--- config.mk ---
export PLATFORM = sky130hd
export DESIGN_NAME = pat_mem_loader
export DESIGN_NICKNAME = d
export VERILOG_FILES = /design/src/rtl/pat_mem_loader_pkg.sv /design/src/rtl/pat_group_packer.sv /design/src/rtl/pat_mem_loader.sv
export SDC_FILE = /design/constraint.sdc
export NUM_CORES = 2
export LEC_CHECK = 0
export CORE_ASPECT_RATIO = 1.2
export CORE_MARGIN = 5
export CORE_UTILIZATION = 35
export CTS_BUF_LIST = sky130_fd_sc_hd__clkbuf_8 sky130_fd_sc_hd__clkbuf_16
export CTS_CLUSTER_DIAMETER = 150
export CTS_CLUSTER_SIZE = 16
export DETAILED_ROUTE_END_ITERATION = 6
export PLACE_DENSITY = 0.59
export SYNTH_ARGS = -nofsm -noshare
export SYNTH_HDL_FRONTEND = slang
export SYNTH_SLANG_ARGS = --single-unit
export TNS_END_PERCENT = 20
--- constraint.sdc ---
create_clock -name clk -period 10.5 [get_ports clk]
set_input_delay 2.1 -clock clk [delete_from_list [all_inputs] [get_ports clk]]
set_output_delay 2.1 -clock clk [all_outputs]
set_load 0.02 [all_outputs]
--- src/rtl/pat_mem_loader_pkg.sv ---
// Shared constants, state encoding and word-slicing helper for the pattern memory loader.
// Pure declarations: no timing of its own.
// No flow control of its own.
package pat_mem_loader_pkg;

  localparam int PIX_W           = 24;
  localparam int PIX_PER_GROUP   = 32;
  localparam int WORDS_PER_GROUP = 3;
  localparam int MEM_DW          = 256;
  localparam int MEM_AW          = 11;
  localparam int MEM_BE_W        = MEM_DW / 8;
  localparam int GROUP_W         = PIX_W * PIX_PER_GROUP;
  localparam int CNT_W           = $clog2(PIX_PER_GROUP);

  localparam logic [7:0] MARKER_BYTE = 8'h77;

  // ST_FINISH doubles as the marker-write state when the marker build is used.
  typedef enum logic [1:0] {
    ST_IDLE   = 2'd0,
    ST_ACCEPT = 2'd1,
    ST_WRITE  = 2'd2,
    ST_FINISH = 2'd3
  } state_e;

  // Word 0 is the most significant 256 bits of the group, word 2 the least.
  function automatic logic [MEM_DW-1:0] group_word(input logic [GROUP_W-1:0] grp,
                                                   input logic [1:0]         idx);
    int top;
    top = GROUP_W - 1 - MEM_DW * int'(idx);
    return grp[top -: MEM_DW];
  endfunction

endpackage

--- src/rtl/pat_group_packer.sv ---
// Packs accepted 24-bit pixels into a 768-bit group, pixel 0 in the top slot.
// Latency: a loaded pixel is visible on grp the cycle after it is loaded.
// No backpressure: the caller decides when to load and when to clear.
module pat_group_packer
  import pat_mem_loader_pkg::*;
(
  input  logic               clk,
  input  logic               rst_n,
  input  logic               clear,
  input  logic               load,
  input  logic [PIX_W-1:0]   pix,
  output logic [GROUP_W-1:0] grp,
  output logic               last_slot
);

  logic [GROUP_W-1:0] grp_q, grp_d;
  logic [CNT_W-1:0]   cnt_q, cnt_d;

  // Clear wins over load so an overflowing closing pixel leaves an empty group behind.
  always_comb begin
    grp_d = grp_q;
    cnt_d = cnt_q;
    if (clear) begin
      grp_d = '0;
      cnt_d = '0;
    end else if (load) begin
      for (int k = 0; k < PIX_PER_GROUP; k++) begin
        if (cnt_q == CNT_W'(k)) begin
          grp_d[GROUP_W-1-PIX_W*k -: PIX_W] = pix;
        end
      end
      cnt_d = cnt_q + 1'b1;
    end
  end

  // Group register and pixel count, cleared by the synchronous reset.
  always_ff @(posedge clk) begin
    if (!rst_n) begin
      grp_q <= '0;
      cnt_q <= '0;
    end else begin
      grp_q <= grp_d;
      cnt_q <= cnt_d;
    end
  end

  assign grp       = grp_q;
  assign last_slot = (cnt_q == CNT_W'(PIX_PER_GROUP - 1));

endmodule

--- src/rtl/pat_mem_loader.sv ---
// Loads a frame of RGB pixels into on-chip memory as 3x256-bit words per 32-pixel group.
// Latency: closing pixel at N, writes at N+1..N+3, pix_ready again at N+4; done 1 cycle after last write.
// Backpressure: pix_ready drops while a group is written. Build option: PAT_LOADER_MARKER_EN adds a marker word.
module pat_mem_loader
  import pat_mem_loader_pkg::*;
#(
  parameter logic [10:0] BASE_ADDR   = 11'd0,
  parameter logic [10:0] MAX_ADDR    = 11'd2045,
  parameter logic [10:0] MARKER_ADDR = 11'd2047
) (
  input  logic         clk,
  input  logic         rst_n,
  input  logic         start,
  input  logic         pix_valid,
  output logic         pix_ready,
  input  logic [23:0]  pix_data,
  input  logic         pix_last,
  output logic         onchip_mem_chip_select,
  output logic         onchip_mem_write,
  output logic [10:0]  onchip_mem_addr,
  output logic [31:0]  onchip_mem_byte_enable,
  output logic [255:0] onchip_mem_write_data,
  output logic         busy,
  output logic         done,
  output logic         overflow
);

  // Highest word a group may touch. The marker word is kept out of the pixel region so
  // enabling the marker never changes which groups fit.
  localparam logic [MEM_AW:0] PIX_CEIL = (MARKER_ADDR > MAX_ADDR) ? {1'b0, MAX_ADDR}
                                                                  : {1'b0, MARKER_ADDR} - 1'b1;

  state_e            state_q, state_d;
  logic [MEM_AW-1:0] addr_q, addr_d;
  logic [1:0]        wcnt_q, wcnt_d;
  logic              busy_q, busy_d;
  logic              ovf_q, ovf_d;
  logic              last_q, last_d;

  logic               pk_clear, pk_load;
  logic [GROUP_W-1:0] grp;
  logic               last_slot;
  logic               closes;
  logic               no_room;

  logic               mem_cs_c, mem_wr_c, done_c;
  logic [MEM_AW-1:0]  mem_addr_c;
  logic [MEM_BE_W-1:0] mem_be_c;
  logic [MEM_DW-1:0]  mem_data_c;

  pat_group_packer u_packer (
    .clk       (clk),
    .rst_n     (rst_n),
    .clear     (pk_clear),
    .load      (pk_load),
    .pix       (pix_data),
    .grp       (grp),
    .last_slot (last_slot)
  );

  assign closes  = last_slot | pix_last;
  // Widened by one bit so the room check itself can never wrap.
  assign no_room = ({1'b0, addr_q} + (MEM_AW+1)'(WORDS_PER_GROUP - 1)) > PIX_CEIL;

  // Next-state, address and memory-port decode; memory outputs stay zero outside a write.
  always_comb begin
    state_d    = state_q;
    addr_d     = addr_q;
    wcnt_d     = wcnt_q;
    busy_d     = busy_q;
    ovf_d      = ovf_q;
    last_d     = last_q;
    pk_clear   = 1'b0;
    pk_load    = 1'b0;
    mem_cs_c   = 1'b0;
    mem_wr_c   = 1'b0;
    mem_addr_c = '0;
    mem_be_c   = '0;
    mem_data_c = '0;
    done_c     = 1'b0;

    case (state_q)
      ST_IDLE: begin
        if (start) begin
          state_d  = ST_ACCEPT;
          addr_d   = BASE_ADDR;
          wcnt_d   = '0;
          busy_d   = 1'b1;
          ovf_d    = 1'b0;
          last_d   = 1'b0;
          pk_clear = 1'b1;
        end
      end

      ST_ACCEPT: begin
        if (pix_valid) begin
          if (ovf_q) begin
            // Out of room: swallow pixels until the frame ends.
            if (pix_last) state_d = ST_FINISH;
          end else begin
            pk_load = 1'b1;
            if (closes) begin
              if (no_room) begin
                ovf_d    = 1'b1;
                pk_clear = 1'b1;
                if (pix_last) state_d = ST_FINISH;
              end else begin
                state_d = ST_WRITE;
                wcnt_d  = '0;
                last_d  = pix_last;
              end
            end
          end
        end
      end

      ST_WRITE: begin
        mem_cs_c   = 1'b1;
        mem_wr_c   = 1'b1;
        mem_be_c   = {MEM_BE_W{1'b1}};
        mem_addr_c = addr_q + MEM_AW'(wcnt_q);
        mem_data_c = group_word(grp, wcnt_q);
        if (wcnt_q == 2'(WORDS_PER_GROUP - 1)) begin
          wcnt_d   = '0;
          addr_d   = addr_q + MEM_AW'(WORDS_PER_GROUP);
          pk_clear = 1'b1;
          state_d  = last_q ? ST_FINISH : ST_ACCEPT;
        end else begin
          wcnt_d = wcnt_q + 1'b1;
        end
      end

      ST_FINISH: begin
`ifdef PAT_LOADER_MARKER_EN
        // First cycle writes the marker word, second cycle signals done.
        if (wcnt_q == 2'd0) begin
          mem_cs_c   = 1'b1;
          mem_wr_c   = 1'b1;
          mem_be_c   = {MEM_BE_W{1'b1}};
          mem_addr_c = MARKER_ADDR;
          mem_data_c = {{(MEM_DW-8){1'b0}}, MARKER_BYTE};
          wcnt_d     = 2'd1;
        end else begin
          done_c  = 1'b1;
          busy_d  = 1'b0;
          wcnt_d  = '0;
          state_d = ST_IDLE;
        end
`else
        done_c  = 1'b1;
        busy_d  = 1'b0;
        state_d = ST_IDLE;
`endif
      end

      default: state_d = ST_IDLE;
    endcase
  end

  // Control state; reset aborts any frame in flight without a done pulse.
  always_ff @(posedge clk) begin
    if (!rst_n) begin
      state_q <= ST_IDLE;
      addr_q  <= '0;
      wcnt_q  <= '0;
      busy_q  <= 1'b0;
      ovf_q   <= 1'b0;
      last_q  <= 1'b0;
    end else begin
      state_q <= state_d;
      addr_q  <= addr_d;
      wcnt_q  <= wcnt_d;
      busy_q  <= busy_d;
      ovf_q   <= ovf_d;
      last_q  <= last_d;
    end
  end

  assign pix_ready              = (state_q == ST_ACCEPT);
  assign busy                   = busy_q;
  assign overflow               = ovf_q;
  assign done                   = done_c;
  assign onchip_mem_chip_select = mem_cs_c;
  assign onchip_mem_write       = mem_wr_c;
  assign onchip_mem_addr        = mem_addr_c;
  assign onchip_mem_byte_enable = mem_be_c;
  assign onchip_mem_write_data  = mem_data_c;

endmodule

==> metrics list <==
- Wires add up to 139000 um.
- The worst path in the final design needs a cycle of 8270 ps, including I/O delays and setup.
- After detailed routing, the average wire length per cell comes to 24.2 um.
- Number of warnings issued by yosys: 0
- Reported leakage power: 11.3 nW
- The H-tree was split into 2 levels.
- Relative to the synthesized area, the layout overhead comes to 13.2%.
- Pins over their slew limit: 0
* Final weighted congestion in routability-driven placement: 0.794
- Pin slew with the least headroom to its limit: 1350 ps
- Initial core utilization: a little over a third
- The die is about 360 um tall.
- Cells with a size suffix above 1 make up a little under 4% of the layout.
- The floorplan step defined a die boundary enclosing 0.108 mm2.
- Final net count: about 4.5k
- Vias: roughly 34k
* DRC viols: 0
- The first global-routing pass estimated 208000 um of wire.
* Cell at the root of the clock tree: clkbuf_16
- Once the clock tree was built, the setup fixing pass inserted 0 buffers.
* Maximum count of clock buffers along a single path: 3
- Max IR drop VDD: between 100 and 150 uV
- Crit path required time: 8400 ps
- Among all flip-flop cells after synthesis, the most frequent one is dfxtp_1.
- Yosys mapped the design onto between 40 and 50 distinct sky130hd cell types.
* Number of flops mapped to enable cells by yosys: 0
- Dividing total power by cell area gives a power density of 137 mW/mm2.
- The cell count after synthesis came out at 4595.
- Maximum number of pins on one net before global-route repair: 211
- Counting flops with an async set or reset pin after synthesis yields a share of 0%.
- Library cell occupying the most area in the post-synthesis netlist: dfxtp_1
- The first routing iteration left 4656 violations.
- 334 I/O pins were placed.
- The initialized floorplan defines 127 standard-cell rows.
* Ranking of synthesized cells by instance count: dfxtp_1 (791), nand2_1 (735), a21oi_1 (705)
- Placeable Area: about 0.10 mm2
- Vias per inst: 5.90
- Clock Pin Slew Worst Setup and Hold Paths: 80 ps
- Global routing used 24.4% of the available tracks.
- Final clock period utilization by the worst path: 78.8%
- Static timing analysis puts the maximum clock frequency at 121 MHz.
- Count of instances resized after the clock tree is built: 0
- In this run the cell area of the synthesized design comes to 0.0354 mm2.
- Worst Setup Slack post-DPL: 2960 ps
* #FFs+latches synth: 791
- In the final timing run, aggregate negative setup slack is 0 ps.
- For this run, the register share of the synthesized area comes to between 40% and 50%.
* Post-route ant nets: 0
* Die boundary width: 300 um
* Port Buffers: between 300 and 400
* Setup repair after global routing missed its margin: no
- Most frequent cell after synthesis: dfxtp_1
* Startpoint-to-endpoint class of the critical path: register to output pin
- Initial antenna violation count: 0
- Per-instance average area after synthesis: 7.70 um2
* Final Skew: approximately 14 ps
* Path category of the worst min-delay check: register to register
* CTS Hold Buffers Added: 0
- Slew HR: 10.1%
- After global routing the overflow that remains totals 0.
- The worst setup path is launched from a register.
- CTS Buf Count: between 50 and 60
- After synthesis, the largest area contributor takes up 44.8% of total cell area.
- Clock sink total: ~800
- Detailed placer's ending HPWL: 73000 um
- Data arrival time of the critical path: 6170 ps
- Number of iterations in the first detailed-routing pass: 6
* Via count of the first global-routing pass: 31.0k
- Critical Path End Type: output pin
* Later-pin clock latency in the skew report: 640 ps
* Final setup vio count: 0
- Synthesis produced a netlist with a net count of 4642.
* Count of max-cap constraint violations: 0
- CP max FO: 119
- In the post-synthesis netlist, the biggest area contributors are dfxtp_1 (45%), a21oi_1 (10%), nand3_1 (9.9%).
* Result of the run: finished clean
- Clock tree from TritonCTS: built
- Final worst slack: 2230 ps
- Count of endpoints failing hold in the final timing report: 0
[state kept, by name (all words and copies together), names as in the netlist]
name and flops:
last_q 1, busy 1, u_packer.grp 768, addr_q 11, overflow 1, state_q 2
u_packer.cnt_q 5, wcnt_q 2
[report_power, final]
part | total [W] | internal (W) | switching (W)
clock network | 0.00203 | 0.000957 | 0.00108
logic | 0.000454 | 0.0000680 | 0.000386
registers | 0.00301 | 0.00300 | 0.00000635
total | 0.00550 | 0.00403 | 0.00147
[stage by stage]
step,cells,total power [W],hold WS [ps],area [um2],util [%]
after floorplan,4595,0.00335,436,35400,-
after global placement,5713,0.00353,441,38600,38.6
after detailed placement,5713,0.00352,446,38600,38.6
after CTS,5771,0.00552,456,40000,40.0
after global routing,5771,0.00564,472,40000,40.0
final,5772,0.00550,455,40000,40.0
[cell type report]
cell class                      instances  area [um2]
Clock buffer                           57        1430
Sequential cell                       791       15800
Fill cell                           10200       60100
Timing Repair Buffer                  403        3840
Inverter                               15        66.3
Clock inverter                          1        11.3
Multi-Input combinational cell       3214       17200
Antenna cell                            1        2.50
Tap cell                             1290        1610
[per-layer routing]
metal	up-vias	global-route usage, %	wire length (um)
li1	15700	-	-
met1	16600	34.9	60400
met2	1598	38.2	62600
met3	210	4.15	12200
met4	0	6.97	4280
met5	-	0	0
[cells in the final DEF (no fill, tap or decap), types with 7 or more instances in the layout]
master | Yosys | routed
a21oi_1 | 705 | 705
a22o_1 | 247 | 247
a22oi_1 | 245 | 245
a31oi_1 | 13 | 13
buf_12 | 0 | 8
buf_2 | 92 | 23
buf_4 | 33 | 63
clkbuf_16 | 0 | 57
clkdlybuf4s50_1 | 0 | 309
dfxtp_1 | 791 | 791
ha_1 | 17 | 17
inv_1 | 15 | 13
mux2i_1 | 84 | 84
nand2_1 | 735 | 734
nand3_1 | 701 | 701
nand4_1 | 7 | 7
nor2_1 | 370 | 367
xnor2_1 | 9 | 9
xor2_1 | 10 | 10
[cells by family after synthesis]
| group | Yosys count | synth area share (%) |
|---|---|---|
| compound gates | 1234 | 22.1 |
| mux | 84 | 2.38 |
| fa+ha+maj | 18 | 0.658 |
| simple gates | 1859 | 22.7 |
| xor+xnor | 19 | 0.470 |
| flops | 791 | 44.8 |
| buf+inv | 590 | 6.93 |
[worst max-delay path, cell delays in order, from the launching register on]
cell and delay (ps):
dfxtp_1 930, inv_6 510, ha_1 1190, nor2b_4 970
buf_12 520, a22o_1 270, a22oi_1 110, nor2_1 150
clkdlybuf4s50_1 640
[path summary, 6_finish.rpt]
| kind | slack (ps) | start | cells after the start | to |
|---|---|---|---|---|
| worst max-delay path | 2230 | wcnt_q[0]$_SDFFE_PN0P_ | 8 | onchip_mem_write_data[65] |
| worst min-delay path | 460 | u_packer.grp[138]$_SDFFE_PP0P_ | 2 | u_packer.grp[138]$_SDFFE_PP0P_ |
| worst max register to register | 6060 | wcnt_q[0]$_SDFFE_PN0P_ | 8 | u_packer.grp[287]$_SDFFE_PP0P_ |
| worst min register to register | 460 | u_packer.grp[138]$_SDFFE_PP0P_ | 2 | u_packer.grp[138]$_SDFFE_PP0P_ |
Power figures use the tool's default switching activity.
